[src/rtl/sym_slicer_4ask_pkg.sv]
// slicer_pkg: shared definitions for the 4-ASK symbol slicer.
//   - 4-ASK decision codes (SYM_M3..SYM_P3)
//   - slicer FSM state encoding (ACQ/RUN)
//   - 1s17 saturation limits used for the error and magnitude paths
package slicer_pkg;

    localparam logic [1:0] SYM_M3 = 2'b00;  // -3
    localparam logic [1:0] SYM_M1 = 2'b01;  // -1
    localparam logic [1:0] SYM_P1 = 2'b10;  // +1
    localparam logic [1:0] SYM_P3 = 2'b11;  // +3

    typedef enum logic {
        ACQ = 1'b0,
        RUN = 1'b1
    } state_t;

    localparam int SAT_MAX = 131071;
    localparam int SAT_MIN = -131072;

endpackage

[src/rtl/sym_slicer_4ask_block_avg.sv]
// block_avg: block averager. Sums 2^ACC_LOG2 unsigned samples, then
// publishes sum >> ACC_LOG2 and pulses done for one cycle. The final
// sample of a block is included in that block's result and the
// accumulator restarts from zero.
//   sys_clk   in   clock
//   reset     in   synchronous, active-high
//   in_valid  in   one-cycle qualifier for in_val
//   in_val    in   unsigned sample, WIDTH bits
//   avg       out  last published block mean (INIT until first block)
//   done      out  one-cycle pulse, aligned with the avg update
module block_avg #(
    parameter int              WIDTH    = 18,
    parameter int              ACC_LOG2 = 10,
    parameter logic [WIDTH-1:0] INIT    = '0
) (
    input  logic             sys_clk,
    input  logic             reset,
    input  logic             in_valid,
    input  logic [WIDTH-1:0] in_val,
    output logic [WIDTH-1:0] avg,
    output logic             done
);

    localparam int AW = WIDTH + ACC_LOG2;

    logic [AW-1:0]       acc;
    logic [AW-1:0]       sum;
    logic [ACC_LOG2-1:0] cnt;
    logic                last;
    logic                unused_sum_lsb;

    assign sum  = acc + AW'(in_val);
    assign last = &cnt;
    assign unused_sum_lsb = ^sum[ACC_LOG2-1:0];

    always_ff @(posedge sys_clk) begin
        if (reset) begin
            acc  <= '0;
            cnt  <= '0;
            avg  <= INIT;
            done <= 1'b0;
        end else begin
            done <= 1'b0;
            if (in_valid) begin
                cnt <= cnt + 1'b1;
                if (last) begin
                    acc  <= '0;
                    avg  <= sum[AW-1:ACC_LOG2];
                    done <= 1'b1;
                end else begin
                    acc <= sum;
                end
            end
        end
    end

endmodule

[src/rtl/sym_slicer_4ask.sv]
// sym_slicer_4ask: decimates the matched-filter output (4 samples per
// symbol) at a selectable phase, slices each symbol to a 4-ASK decision
// against an adaptive reference level, and reports the per-block mean
// squared slicer error.
//   sys_clk     in   system clock
//   reset       in   synchronous, active-high
//   sam_clk_en  in   one-cycle sample strobe
//   y_in        in   signed 1s17 filter output
//   phase_sel   in   symbol sampling phase
//   sym_out     out  decision 00=-3 01=-1 10=+1 11=+3
//   sym_valid   out  one-cycle pulse per decision (RUN only)
//   ref_level   out  mean |x| of last block (REF_INIT before first)
//   mer_err     out  mean e^2 of last block, 1s17
//   block_done  out  one-cycle pulse when ref_level/mer_err update
//   locked      out  high in RUN (exposes the FSM state)
// Handshake: sym_valid and block_done are single-cycle qualifiers with no
// back-pressure; sym_out/ref_level/mer_err are only meaningful while (or
// after) their qualifier is high.
module sym_slicer_4ask
    import slicer_pkg::*;
#(
    parameter int                      WIDTH    = 18,
    parameter int                      SPS_LOG2 = 2,
    parameter int                      ACC_LOG2 = 10,
    parameter logic signed [WIDTH-1:0] REF_INIT = 18'sd65536
) (
    input  logic                       sys_clk,
    input  logic                       reset,
    input  logic                       sam_clk_en,
    input  logic signed [WIDTH-1:0]    y_in,
    input  logic        [SPS_LOG2-1:0] phase_sel,
    output logic        [1:0]          sym_out,
    output logic                       sym_valid,
    output logic        [WIDTH-1:0]    ref_level,
    output logic        [WIDTH-1:0]    mer_err,
    output logic                       block_done,
    output logic                       locked
);

    localparam int EW = WIDTH + 1;
    localparam logic signed [EW-1:0]    E_MAX = EW'(SAT_MAX);
    localparam logic signed [EW-1:0]    E_MIN = EW'(SAT_MIN);
    localparam logic signed [WIDTH-1:0] X_MIN = WIDTH'(SAT_MIN);
    localparam logic        [WIDTH-1:0] M_MAX = WIDTH'(SAT_MAX);

    state_t state, state_nxt;

    logic [SPS_LOG2-1:0]      ph;
    logic                     strobe;
    logic signed [WIDTH-1:0]  xs;
    logic                     xs_vld;

    // ---- phase counter and symbol-rate capture ----
    assign strobe = sam_clk_en && (ph == phase_sel);

    always_ff @(posedge sys_clk) begin
        if (reset) begin
            ph     <= '0;
            xs     <= '0;
            xs_vld <= 1'b0;
        end else begin
            if (sam_clk_en) ph <= ph + 1'b1;
            if (strobe)     xs <= y_in;
            xs_vld <= strobe;
        end
    end

    // ---- slicer / error / magnitude (combinational from xs) ----
    logic signed [EW-1:0]      xs_e, r_e, half_e, d, e_wide;
    logic        [1:0]         sym_c;
    logic signed [WIDTH-1:0]   e_sat;
    logic signed [2*WIDTH-1:0] sq;
    logic        [WIDTH-1:0]   sq_t;
    logic        [WIDTH-1:0]   mag;
    logic                      unused_sq;

    assign xs_e   = {xs[WIDTH-1], xs};
    assign r_e    = {1'b0, ref_level};
    assign half_e = r_e >>> 1;

    always_comb begin
        sym_c = SYM_P3;
        d     = r_e + half_e;
        if (xs_e < -r_e) begin
            sym_c = SYM_M3;
            d     = -(r_e + half_e);
        end else if (xs[WIDTH-1]) begin
            sym_c = SYM_M1;
            d     = -half_e;
        end else if (xs_e < r_e) begin
            sym_c = SYM_P1;
            d     = half_e;
        end
    end

    always_comb begin
        e_wide = xs_e - d;
        e_sat  = e_wide[WIDTH-1:0];
        if (e_wide > E_MAX)      e_sat = E_MAX[WIDTH-1:0];
        else if (e_wide < E_MIN) e_sat = E_MIN[WIDTH-1:0];
    end

    // e in 1s17 squared is 2s34; keep the bits that form a 1s17 value.
    assign sq        = e_sat * e_sat;
    assign sq_t      = sq[2*WIDTH-2:WIDTH-1];
    assign unused_sq = ^{sq[2*WIDTH-1], sq[WIDTH-2:0]};

    // |xs|, with the most negative code clamped to the positive limit.
    always_comb begin
        mag = xs;
        if (xs == X_MIN)        mag = M_MAX;
        else if (xs[WIDTH-1])   mag = -xs;
    end

    // ---- decision register ----
    always_ff @(posedge sys_clk) begin
        if (reset) begin
            sym_out   <= '0;
            sym_valid <= 1'b0;
        end else begin
            sym_valid <= xs_vld && (state == RUN);
            if (xs_vld && (state == RUN)) sym_out <= sym_c;
        end
    end

    // ---- block averagers ----
    logic done_mag, done_err;

    block_avg #(
        .WIDTH(WIDTH), .ACC_LOG2(ACC_LOG2), .INIT(REF_INIT)
    ) u_avg_mag (
        .sys_clk(sys_clk), .reset(reset), .in_valid(xs_vld),
        .in_val(mag), .avg(ref_level), .done(done_mag)
    );

    block_avg #(
        .WIDTH(WIDTH), .ACC_LOG2(ACC_LOG2), .INIT('0)
    ) u_avg_err (
        .sys_clk(sys_clk), .reset(reset), .in_valid(xs_vld),
        .in_val(sq_t), .avg(mer_err), .done(done_err)
    );

    // Both averagers count the same symbols, so their done pulses coincide.
    assign block_done = done_mag & done_err;

    // ---- FSM ----
    always_ff @(posedge sys_clk) begin
        if (reset) state <= ACQ;
        else       state <= state_nxt;
    end

    always_comb begin
        state_nxt = state;
        if (state == ACQ && block_done) state_nxt = RUN;
    end

    assign locked = (state == RUN);

endmodule

[config.mk]
export PLATFORM = sky130hd
export DESIGN_NAME = sym_slicer_4ask
export DESIGN_NICKNAME = d
export VERILOG_FILES = /design/src/rtl/sym_slicer_4ask_pkg.sv /design/src/rtl/sym_slicer_4ask_block_avg.sv /design/src/rtl/sym_slicer_4ask.sv
export SDC_FILE = /design/constraint.sdc
export NUM_CORES = 1
export LEC_CHECK = 0
export BUFFER_PORTS_ARGS = -buffer_cell sky130_fd_sc_hd__buf_2
export CAP_MARGIN = 20
export CORE_MARGIN = 1.5
export CORE_UTILIZATION = 50
export CTS_CLUSTER_SIZE = 30
export DETAILED_ROUTE_END_ITERATION = 10
export PLACE_DENSITY_LB_ADDON = 0.3
export SLEW_MARGIN = 20
export SYNTH_ARGS = -nofsm -noshare
export SYNTH_HDL_FRONTEND = slang
export SYNTH_SLANG_ARGS = --single-unit
[constraint.sdc]
create_clock -name sys_clk -period 14.3 [get_ports sys_clk]
set_input_delay 1.43 -clock sys_clk [delete_from_list [all_inputs] [get_ports sys_clk]]
set_output_delay 1.43 -clock sys_clk [all_outputs]
set_load 0.02 [all_outputs]
After elaboration in Yosys (flattened, before gate mapping) --
Index checks and enable logic that the tools add are counted.
Storage, ports and cells: logic and storage cells 57, register bits 139, output and inout bits 41, input bits 23
Operators by class: bitwise gates (word level) 3, multipliers 1, order comparisons 4, eq/ne operators 2, add/sub/neg operators 11, reduce and logical (&&, ||, !) cells 8, muxes and demuxes 14
Operators with widths (count):
- 18-bit two-way mux | 4
- 19-bit two-way mux | 3
- 28-bit by 18-bit adder with 28-bit output | 2
- 28-bit two-way mux | 2
- 18-bit by 19-bit < comparator with 1-bit output | 2
- 18-bit by 18-bit multiplier with 35-bit output | 1
- 11-bit AND reduction | 2
- 10-bit by 1-bit adder with 10-bit output, second input constant | 2
- 10-bit AND reduction | 2
- 18-bit by 17-bit adder with 19-bit output | 1
- 19-bit by 18-bit > comparator with 1-bit output, second input constant | 1
- 19-bit by 18-bit < comparator with 1-bit output, second input constant | 1
- 17-bit negation with 19-bit output | 1
- 18-bit negation with 19-bit output | 1
- 19-bit negation | 1
- 18-bit by 19-bit subtractor with 19-bit output | 1
- 18-bit equality test, second input constant | 1
- 18-bit negation | 1
- 2-bit two-way mux | 2
- 1-bit logical AND | 3
- 1-bit two-way mux | 3
- 2-bit by 1-bit adder with 2-bit output, second input constant | 1
- 2-bit equality test | 1
- 1-bit NOT | 2
- other kinds (2) | 2

Depth between registers and ports, before layout --
depth after elaboration 11, gate-level depth with buffers 78

Hierarchy --
A second synthesis with hierarchy kept.
Second synthesis, totals: cells, all modules 2784, area total of the unflattened synthesis 23183.5 sq um
Modules (own cells, without submodules):
- sym_slicer_4ask | seq. area each 500.5 sq um, area each 16405.7 sq um, times used 1, cells an instance 1995
- block_avg (u_avg_mag) | seq. area each 1141.1 sq um, area each 3483.3 sq um, times used 1, cells an instance 412
- block_avg (u_avg_err) | seq. area each 1141.1 sq um, area each 3294.4 sq um, times used 1, cells an instance 377

Least setup slack after synthesis --
OpenSTA, ideal clock, no wires.
path kind reg-to-reg, from register u_avg_mag.avg[1], to register u_avg_err.acc[26], buffers on the path 3, period minus slack after synthesis 14467 ps, required time 14172 ps, data arrival time 14340 ps, setup time 128 ps, stages on the path, launching flop included 69, path slack -167 ps, cells stage by stage dfxtp_1 > inv_1 > ha_1 > a21o_1 > a21o_1 > a21o_1 > a21o_1 > a21oi_1 > nor2b_1 > o21ai_0 > nand2b_1 > a21oi_1 > nor2b_1 > o21ai_0 > a21oi_1 > o22ai_1 > ha_1 > clkbuf_1 > [33 not listed] > a21o_1 > a221o_1 > xnor2_1 > fa_1 > nor2b_1 > o21ai_0 > a21boi_0 > o21ai_0 > a21boi_0 > o21ai_0 > a21o_1 > a31oi_1 > a41oi_1 > a211o_1 > nor3b_1 > o21ai_0 > a22oi_1 > nor2_1
Between the ends: word-level cells in the longest chain between the ends 11, elaborated cells between the ends (all ways) 17
RTL lines:
- start: declaration | RTL line sym_slicer_4ask_block_avg.sv:20 | output logic [WIDTH-1:0] avg,
- start signal: assignment | RTL line sym_slicer_4ask_block_avg.sv:48 | avg <= sum[AW-1:ACC_LOG2];
- branches (longest 3 deep; another with 18-bit by 17-bit adder with 19-bit output)
- 19-bit two-way mux (*) | RTL line sym_slicer_4ask.sv:84 | if (xs_e < -r_e) begin
- 18-bit by 19-bit subtractor with 19-bit output (*) | RTL line sym_slicer_4ask.sv:97 | e_wide = xs_e - d;
- 19-bit by 18-bit < comparator with 1-bit output | RTL line sym_slicer_4ask.sv:100 | else if (e_wide < E_MIN) e_sat = E_MIN[WIDTH-1:0];
- 18-bit two-way mux | RTL line sym_slicer_4ask.sv:100
- 18-bit two-way mux (*) | RTL line sym_slicer_4ask.sv:99 | if (e_wide > E_MAX) e_sat = E_MAX[WIDTH-1:0];
- 18-bit by 18-bit multiplier with 35-bit output (*) | RTL line sym_slicer_4ask.sv:104 | assign sq = e_sat * e_sat;
- 28-bit by 18-bit adder with 28-bit output (*) | RTL line sym_slicer_4ask_block_avg.sv:32 | assign sum = acc + AW'(in_val);
- 28-bit two-way mux (*) | RTL line sym_slicer_4ask_block_avg.sv:46 | if (last) begin
- end signal: assignment | RTL line sym_slicer_4ask_block_avg.sv:51 | acc <= sum;
- end: declaration | RTL line sym_slicer_4ask_block_avg.sv:26 | logic [AW-1:0] acc;
Mark *: on every way between the ends. A chain may end at the register's enable or synchronous reset.

Worst setup path after layout --
from register u_avg_mag.avg[0], to register u_avg_err.acc[26]
Same word-level chain as after synthesis.

==> impl_metrics.py <==
metrics = {
    "synthesis": {
        "synth_fp_nets": 3250,
        "synth_seq_cells": 139,
        "post-synth-top-count-cell": "inv_1",
        "synthDominantAreaCellType": "fa_1",
        "synth_xor_area_frac": 0.0705,
        "synth.lib_cells_used.distinct": 94,
        "synth_edf_count": 0,
        "synth-compound-area-share": 0.136,
        "muxShareOfSynthArea": 0.0143,
        "ys_warn_count": 0,
        "yosys-top-cells-count": "inv_1 (433), fa_1 (297), nor2_1 (266)",
        "post_synth_main_area_contributors": "fa_1 (26%), ha_1 (13%), dfxtp_1 (12%)",
        "synth_top_family_by_area": "adder cells",
        "postSynthCellCount": 2705,
        "synth-async-reset-ratio": 0,
        "synth_simple_gate_area_share": 0.174,
        "ys_seq_area_frac": 0.124,
        "netlist_area_um2": 22500,
        "syn_area_per_cell_um2": 8.32,
        "yosys.area_share.adder": 0.389,
        "predominant_post_synthesis_flop_cell": "dfxtp_1",
        "fraction_of_synthesized_cell_area_taken_by_the_top_area_cell_type": 0.264,
    },
    "timing": {
        "tightestPinTransition_ps": 1030,
        "unrepaired_setup_endpoints_after_global_routing": "true",
        "setup_tns_ps": 0,
        "fmax_mhz": 72.6,
        "fin_clk_skew_ps": 14.6,
        "period_share": 0.964,
        "setup_viol": 0,
        "slew_headroom": 0.312,
        "timing.hold.ws_ps": 461,
        "timing_max_transition_violations_final": 0,
        "period_minus_slack_ps": 13780,
        "hold_violations": 0,
    },
    "floorplan": {
        "num_io_pins": 64,
        "placementRows": 77,
        "design.die.area_um2": 46300,
        "chipWidth_um": 215,
        "coreArea_um2": 44300,
        "start_util": 0.508,
        "dieHeight_um": 215,
    },
    "route": {
        "wirelength_um": 65300,
        "num_vias": 19900,
        "route.antenna.remaining_nets": 0,
        "dr.first_iter.drc_count": 1210,
        "dr.pass1.iters": 5,
        "detail_route.drc_violations": 0,
        "route.detailed.vias_per_inst": 5.45,
        "routedWlPerCell_um": 17.9,
    },
    "grt": {
        "grt_overflow": 0,
        "grt_pass1_vias": 20500,
        "grt_pass1_wl_um": 105000,
        "grt_use_total": 0.285,
        "antenna_found_initial": 0,
        "largest_net_degree_at_the_start_of_global_routing": 72,
    },
    "placed_design": {
        "gp_congestion": 0.977,
        "io_buffers": 63,
        "hpwl_dp_um": 53300,
        "placedInstanceArea_um2": 25500,
    },
    "clock_network": {
        "cts_tree": "done",
        "total_clock_buffers_created_by_cts": 17,
        "cts.root.buffer_cell": "clkbuf_16",
        "ctsHoldBuffers": 0,
        "clk_path_buf_depth": 2,
        "numClockSinks": 139,
        "worst_skew_pair.late_latency_ps": 440,
        "worst_setup_hold_path_clk_slew_ps": 60,
        "clock_tree.htree_level_count": 4,
    },
    "final_layout": {
        "antenna_cells_inserted": 0,
        "final_design_utilization": 0.615,
        "drive_gt1_frac": 0.216,
        "layout.cell_area.non_filler_um2": 27200,
        "num-nets-final": 3589,
        "syn2layout_area_growth_pct": 21.1,
    },
    "run": {
        "maxCapViolations": 0,
    },
    "setup_path": {
        "critical-path-slowest-cell": "fa_1",
        "cp.arrival_ps": 14080,
        "timing_worst_setup_path_type": "flop to flop",
        "worstPathMaxFanout": 10,
        "cp_data_required_time_ps": 14600,
        "critical-path-top-cell-by-count": "inv_1",
        "startpoint_type": "flop",
        "endpoint_kind": "flop",
        "critical_path_max_stage_delay_ps": 550,
    },
    "outcome": {
        "outcome": "finished, final reports clean",
    },
    "worst_hold_path": {
        "hold_path.class": "flop to flop",
    },
}
[repair_timing]
action,4_1_cts,5_1_grt
resized for setup,23,201
endpoints found under the setup margin,21,37
setup buffers,10,34
pin swaps,13,126
[worst max-delay path: cells and delay by family (launching register included)]
kind	cells	cell delay (ps)
xor gates and xnor gates	3	670
DFF	1	350
buffers and inverters	15	1510
and+or+nand+nor	15	3390
adders and majority gates	12	4510
AOI/OAI and AO/OA	22	3200
[per-stage QoR]
step           worst slack [ps]  std cells
3_3_place_gp              -77.6       3575
4_1_cts                    2.39       3616
2_1_floorplan              2.51       2705
5_1_grt                    -206       3648
6_report                    517       3648
3_5_place_dp               -421       3575
[layout by cell type, fill, tap and decap left out, types with 41 or more instances in the layout]
| cell | count |
|---|---|
| a21oi_1 | 154 |
| fa_1 | 286 |
| nor2_1 | 245 |
| nand2_1 | 246 |
| nand3_1 | 47 |
| xor2_1 | 55 |
| nor2b_1 | 45 |
| o21ai_0 | 59 |
| a21o_1 | 41 |
| buf_4 | 314 |
| ha_1 | 208 |
| dfxtp_1 | 134 |
| buf_2 | 62 |
| inv_1 | 413 |
| xnor2_1 | 120 |
[logic make-up after synthesis]
| logic type | after synthesis |
|---|---|
| XOR/XNOR | 179 |
| multiplexers | 32 |
| adder cells (fa/ha/maj) | 522 |
| AND/OR/NAND/NOR | 831 |
| buffers and inverters | 529 |
| flip-flops | 139 |
| AO/OA/AOI/OAI | 473 |
[per-layer routing]
| layer | part of all wire | GRT usage | up-vias |
|---|---|---|---|
| li1 | - | - | 9421 |
| met1 | 0.44 | 0.381 | 9751 |
| met2 | 0.47 | 0.472 | 588 |
| met3 | 0.062 | 0.0422 | 118 |
| met4 | 0.031 | 0.0958 | 0 |
| met5 | 0 | 0 | - |
[cell type report]
type / count / area (um^2)
Multi-Input combinational cell: 2037 / 18400
Fill cell: 3915 / 17100
Timing Repair Buffer: 403 / 3020
Sequential cell: 139 / 2790
Inverter: 446 / 1700
Tap cell: 592 / 741
Clock buffer: 20 / 457
Clock inverter: 11 / 120
[worst paths after layout]
path / slack (ps) / cells after the start / from / endpoint
worst max-delay path: 520 / 67 / u_avg_mag.avg[0] / u_avg_err.acc[26]
worst min-delay path: 460 / 2 / u_avg_err.avg[1] / u_avg_err.avg[1]
worst max register to register: 520 / 67 / u_avg_mag.avg[0] / u_avg_err.acc[26]
worst min register to register: 460 / 2 / u_avg_err.avg[1] / u_avg_err.avg[1]
[sequential cells by signal, summed over array words and instances (netlist names), 10 cells and up]
| register | cells |
|---|---|
| u_avg_mag.avg | 18 |
| xs | 18 |
| u_avg_mag.cnt | 10 |
| u_avg_err.acc | 28 |
| u_avg_mag.acc | 28 |
| u_avg_err.avg | 18 |
| u_avg_err.cnt | 10 |
Power is not shown: default switching activity piles up to over one toggle a cycle in this logic, so the estimate is an artifact.
